## config.mk

```make
export PLATFORM = sky130hd
export DESIGN_NAME = stream_serializer
export DESIGN_NICKNAME = d
export VERILOG_FILES = /design/src/rtl/stream_serializer_pkg.sv /design/src/rtl/shift_reg_pts.sv /design/src/rtl/stream_serializer.sv
export SDC_FILE = /design/constraint.sdc
export NUM_CORES = 1
export LEC_CHECK = 0
export BUFFER_PORTS_ARGS = -buffer_cell sky130_fd_sc_hd__buf_4
export CAP_MARGIN = 30
export CORE_UTILIZATION = 30
export CTS_BUF_LIST = sky130_fd_sc_hd__clkbuf_4 sky130_fd_sc_hd__clkbuf_8
export CTS_CLUSTER_DIAMETER = 200
export DETAILED_ROUTE_END_ITERATION = 12
export MAX_ROUTING_LAYER = met4
export PLACE_DENSITY_LB_ADDON = 0.1
export SETUP_SLACK_MARGIN = 0.02
export SYNTH_ARGS = -nofsm -noshare
export SYNTH_HDL_FRONTEND = slang
export SYNTH_SLANG_ARGS = --single-unit
```

## constraint.sdc

```tcl
create_clock -name clk -period 3.2 [get_ports clk]
set_input_delay 0.16 -clock clk [delete_from_list [all_inputs] [get_ports clk]]
set_output_delay 0.16 -clock clk [all_outputs]
set_load 0.1 [all_outputs]
```

## src/rtl/stream_serializer_pkg.sv

```systemverilog
// Shared types and sizing helpers for the parallel-to-serial feeder
// that drives the sequence detector input.
package stream_serializer_pkg;

  localparam int DEFAULT_NUM_BITS = 8;

  typedef enum logic {
    IDLE  = 1'b0,
    SHIFT = 1'b1
  } state_t;

  // Bit counter width for a 0..n-1 count; n is at least 2.
  function automatic int cnt_w(input int n);
    return (n < 2) ? 1 : $clog2(n);
  endfunction

endpackage

```

## src/rtl/shift_reg_pts.sv

```systemverilog
// Parallel-load, shift-enable register; exposes the bit at the output end
// (MSB when SHIFT_MSB, otherwise LSB).
module shift_reg_pts #(
  parameter int NUM_BITS  = 8,
  parameter bit SHIFT_MSB = 1'b1
) (
  input  logic                clk,
  input  logic                n_rst,
  input  logic                load,
  input  logic [NUM_BITS-1:0] load_data,
  input  logic                shift_en,
  output logic                out_bit
);

  logic [NUM_BITS-1:0] q;

  // NOTE: sequential state uses non-blocking assignments so every register
  // samples pre-edge values, independent of block ordering.
  always_ff @(posedge clk or negedge n_rst) begin
    if (!n_rst) begin
      q <= '0;
    end else if (load) begin
      q <= load_data;
    end else if (shift_en) begin
      q <= SHIFT_MSB ? {q[NUM_BITS-2:0], 1'b0} : {1'b0, q[NUM_BITS-1:1]};
    end
  end

  assign out_bit = SHIFT_MSB ? q[NUM_BITS-1] : q[0];

endmodule

```

## src/rtl/stream_serializer.sv

```systemverilog
// Double-buffered parallel-to-serial feeder: a holding register accepts the
// next word while the shift register presents the current one bit per strobe.
module stream_serializer
  import stream_serializer_pkg::*;
#(
  parameter int NUM_BITS  = DEFAULT_NUM_BITS,
  parameter bit SHIFT_MSB = 1'b1,
  parameter bit IDLE_BIT  = 1'b0
) (
  input  logic                clk,
  input  logic                n_rst,
  input  logic [NUM_BITS-1:0] data_in,
  input  logic                data_valid,
  output logic                data_ready,
  input  logic                shift_strobe,
  output logic                serial_out,
  output logic                bit_valid,
  output logic                word_done
);

  localparam int            CW       = cnt_w(NUM_BITS);
  localparam logic [CW-1:0] LAST_CNT = CW'(NUM_BITS - 1);

  state_t              state_q, state_d;
  logic [CW-1:0]       cnt_q, cnt_d;
  logic [NUM_BITS-1:0] hold_reg;
  logic                hold_full;
  logic                load_sr, shift_sr, done_d, sr_bit, accept;

  // Holding and reload are mutually exclusive: accept needs ~hold_full,
  // reload needs hold_full.
  assign accept     = data_valid && !hold_full;
  assign data_ready = !hold_full;

  // NOTE: every output of this block gets a default first so no path leaves
  // a signal unassigned, which would otherwise infer a latch.
  always_comb begin
    state_d  = state_q;
    cnt_d    = cnt_q;
    load_sr  = 1'b0;
    shift_sr = 1'b0;
    done_d   = 1'b0;
    case (state_q)
      IDLE: begin
        if (hold_full) begin
          load_sr = 1'b1;
          cnt_d   = '0;
          state_d = SHIFT;
        end
      end
      SHIFT: begin
        if (shift_strobe) begin
          if (cnt_q == LAST_CNT) begin
            done_d = 1'b1;
            if (hold_full) begin
              load_sr = 1'b1;
              cnt_d   = '0;
            end else begin
              state_d = IDLE;
            end
          end else begin
            shift_sr = 1'b1;
            cnt_d    = cnt_q + CW'(1);
          end
        end
      end
      default: state_d = IDLE;
    endcase
  end

  always_ff @(posedge clk or negedge n_rst) begin
    if (!n_rst) begin
      state_q   <= IDLE;
      cnt_q     <= '0;
      hold_full <= 1'b0;
      word_done <= 1'b0;
    end else begin
      state_q   <= state_d;
      cnt_q     <= cnt_d;
      word_done <= done_d;
      if (load_sr) begin
        hold_full <= 1'b0;
      end else if (accept) begin
        hold_full <= 1'b1;
      end
    end
  end

  // NOTE: hold_reg is pure data qualified by hold_full, so it carries no
  // reset; a discarded word simply becomes unreachable.
  always_ff @(posedge clk) begin
    if (accept) begin
      hold_reg <= data_in;
    end
  end

  shift_reg_pts #(
    .NUM_BITS (NUM_BITS),
    .SHIFT_MSB(SHIFT_MSB)
  ) u_sr (
    .clk      (clk),
    .n_rst    (n_rst),
    .load     (load_sr),
    .load_data(hold_reg),
    .shift_en (shift_sr),
    .out_bit  (sr_bit)
  );

  assign bit_valid  = (state_q == SHIFT);
  assign serial_out = bit_valid ? sr_bit : IDLE_BIT;

endmodule

```

==> summary.txt <==
Final layout
  • Antenna fix cells: 0
  • Commonest non-fill, non-tap cell in the layout: buf_4
  • Most frequent cells in the layout: buf_4, dfrtp_1, dlygate4sd3_1
  • Area delta synth->final: 28.5%
  • Final Util: 41.0%
  • Final Net Count: 108
  • Layout cells sized above 1: 31.5%
  • Finished Layout Cells: 136

GRT
  • Initial antenna violation count: 0
  • Vias in the first global route: 580
  • First-pass GRT wire length: 2770 µm
  • GRT Total Usage: 11.5%
  • Largest net degree at the start of global routing: 15
  • Total grt overflow: 0

Setup path
  • CP Capture Type: register
  • Slowest stage delay, CP: 430 ps
  • CP Class: register to register
  • R2R cell count: 5
  • CP Max Fanout: 8
  • Worst path most repeated cell: ha_1
  • CP max stage cell: dfrtp_1
  • Startpoint types: register
  • Critical Path RT: 3400 ps
  • CP Cell Sequence: ha_1 -> ha_1 -> nand3b_4 -> mux2_1 -> mux2_4
  • WP data arrival: 2020 ps

Floorplanning
  • Starting density of the core: 31.9%
  • Row count: 20
  • Die extent in y: 59.5 µm
  • Die width: 59.5 µm
  • # IOs: 16
  • Die area: 0.00354 mm²
  • Core ar.: 0.00310 mm²

Timing
  • Setup TNS: 0 ps
  • Slew margin rel.: 47.3%
  • Unrepaired setup endpoints after global routing: no
  • Final period utilization: 56.9%
  • Final Slew Violations: 0
  • Clock Skews: 3.77 ps
  • Final hold vios: 0
  • Slew @ Worst Pin: 790 ps
  • FMAX: 549 MHz
  • Final Setup Violations: 0
  • Final setup margin: 1380 ps
  • Tmin final: 1820 ps

Drt
  • Antenna Violating Nets Remaining: 0
  • 1st-iter DRT viols: 6
  • DRT Wirelength: 1670 µm
  • Drt pass-1 iters: 2
  • Routed vias: 596
  • Vias per cell: 4.38
  • Residual DRC: 0
  • WL/cell: 12.3 µm

Clocking
  • TritonCTS Buffers: 3
  • PostCTS Resize Cnt: 0
  • CTS tree: built
  • Htree depth: 1
  • Clock Sinks: 22
  • # hold bufs at CTS: 1
  • Clock Tree Root: clkbuf_4
  • CTS Buffer Depth: 2
  • Postcts setup bufs: 0
  • Clock Latency Late Sink: 310 ps
  • CTS clk-pin slew, worst paths: 120 ps

Yosys
  • Mapped Avg Cell Area: 15.2 µm²
  • Mapped Area: 991 µm²
  • Cell variety after synth: 20
  • #FFs+latches synth: 22
  • Synth Warn #: 0
  • Synth top area share: 35.4%
  • FFs w/ async S/R, synth: 63.6%
  • Leading register cell type out of synthesis: dfrtp_1
  • Synthesized net count: 80
  • Post-synth EDFFs: 8
  • Synth Instances: 65
  • Register area share after synthesis: 59.6%
  • Cell taking the most area after synthesis: dfrtp_1
  • Synth top area cells: dfrtp_1, edfxtp_1, mux2_4, mux2_1, ha_1

Placed design
  • Placer congestion estimate: 0.667
  • Placed Cells: 123
  • Port Buf Inserts: 15
  • Pre-CTS setup slack: 1390 ps
  • Hpwl dp: 1130 µm

Pwr
  • NetSw: 0.238 mW
  • Clock power share: 19.4%
  • Logic pwr share: 32.2%
  • VDD IR max: 0.000278 V
  • Pwr dens: 615 mW/mm²
  • Internal cell power: 0.544 mW
  • Switching Fraction: 30.4%
  • Register share of total power: 48.4%
  • Leakage Power: 0.618 nW

Job
  • Maxcap violations: 0

Status
  • Outcome: completed

Worst hold path
  • Hold depth: 2
  • Class of the worst hold path: primary input to register
==> per-stage QoR <==
stage               instance area, µm²  power, mW  hold WS (ps)
finish                            1270      0.783          47.0
global placement                  1150      0.626          26.8
detailed placement                1150      0.631          29.6
floorplan                          991      0.576          -136
global route                      1270      0.838          27.6
CTS                               1190      0.788          3.76
==> cells in the mapped netlist (2+ instances only) <==
cell	n
ha_1	3
a22o_1	4
inv_1	4
o21a_1	2
edfxtp_1	8
nand2_1	4
nor2b_1	2
mux2_1	7
dfrtp_1	14
mux2_4	7
==> kinds of logic (layout without fill, tap and decap cells) <==
| group | Yosys count | count (layout) | synth area share [%] |
|---|---|---|---|
| DFF | 22 | 22 | 59.6 |
| muxes | 15 | 15 | 19.6 |
| AOI/OAI and AO/OA | 10 | 10 | 7.70 |
| and+or+nand+nor | 10 | 10 | 6.69 |
| buffers and inverters | 5 | 32 | 2.65 |
| adders and majority gates | 3 | 3 | 3.79 |
==> metal layers <==
| metal | vias to the layer above | global-route usage (%) | share of wire [%] |
|---|---|---|---|
| met1 | 294 | 14.4 | 48 |
| met2 | 11 | 16.4 | 46 |
| met3 | 5 | 4.59 | 4.1 |
| met5 | - | - | 0 |
| li1 | 286 | - | - |
| met4 | 0 | 5.10 | 1.6 |
==> power groups by stage <==
stage                     Sequential [mW]  Combinational, mW  Clock, mW
after floorplan                     0.383              0.192          0
after global placement              0.384              0.242          0
after detailed placement            0.385              0.246          0
after CTS                           0.379              0.248      0.162
after global routing                0.386              0.274      0.178
final                               0.379              0.252      0.152
==> worst paths after layout <==
check,start,to,slack [ps]
hold / removal,data_valid,hold_full$_DFFE_PN0P_,50
setup reg to reg,cnt_q[0]$_DFFE_PN0P_,u_sr.q[5]$_DFFE_PN0P_,1380
setup / recovery,cnt_q[0]$_DFFE_PN0P_,u_sr.q[5]$_DFFE_PN0P_,1380
hold reg to reg,hold_reg[7]$_DFFE_PP_,u_sr.q[7]$_DFFE_PN0P_,490
min in group asynchronous,n_rst,cnt_q[0]$_DFFE_PN0P_,230
max in group asynchronous,n_rst,cnt_q[2]$_DFFE_PN0P_,2800
==> worst max-delay path, delay by kind of cell (launching register included) <==
family,cells,cell delay (ps)
simple gates,1,230
mux,2,610
flops,1,430
fa+ha+maj,2,450
==> cell type report <==
type                            count  area [µm²]
Fill cell                         305        1830
Sequential cell                    22         591
Timing Repair Buffer               24         203
Multi-Input combinational cell     38         374
Tap cell                           44        55.1
Inverter                            4        15.0
Clock buffer                        4        36.3
(Power assumes the default switching activity.)
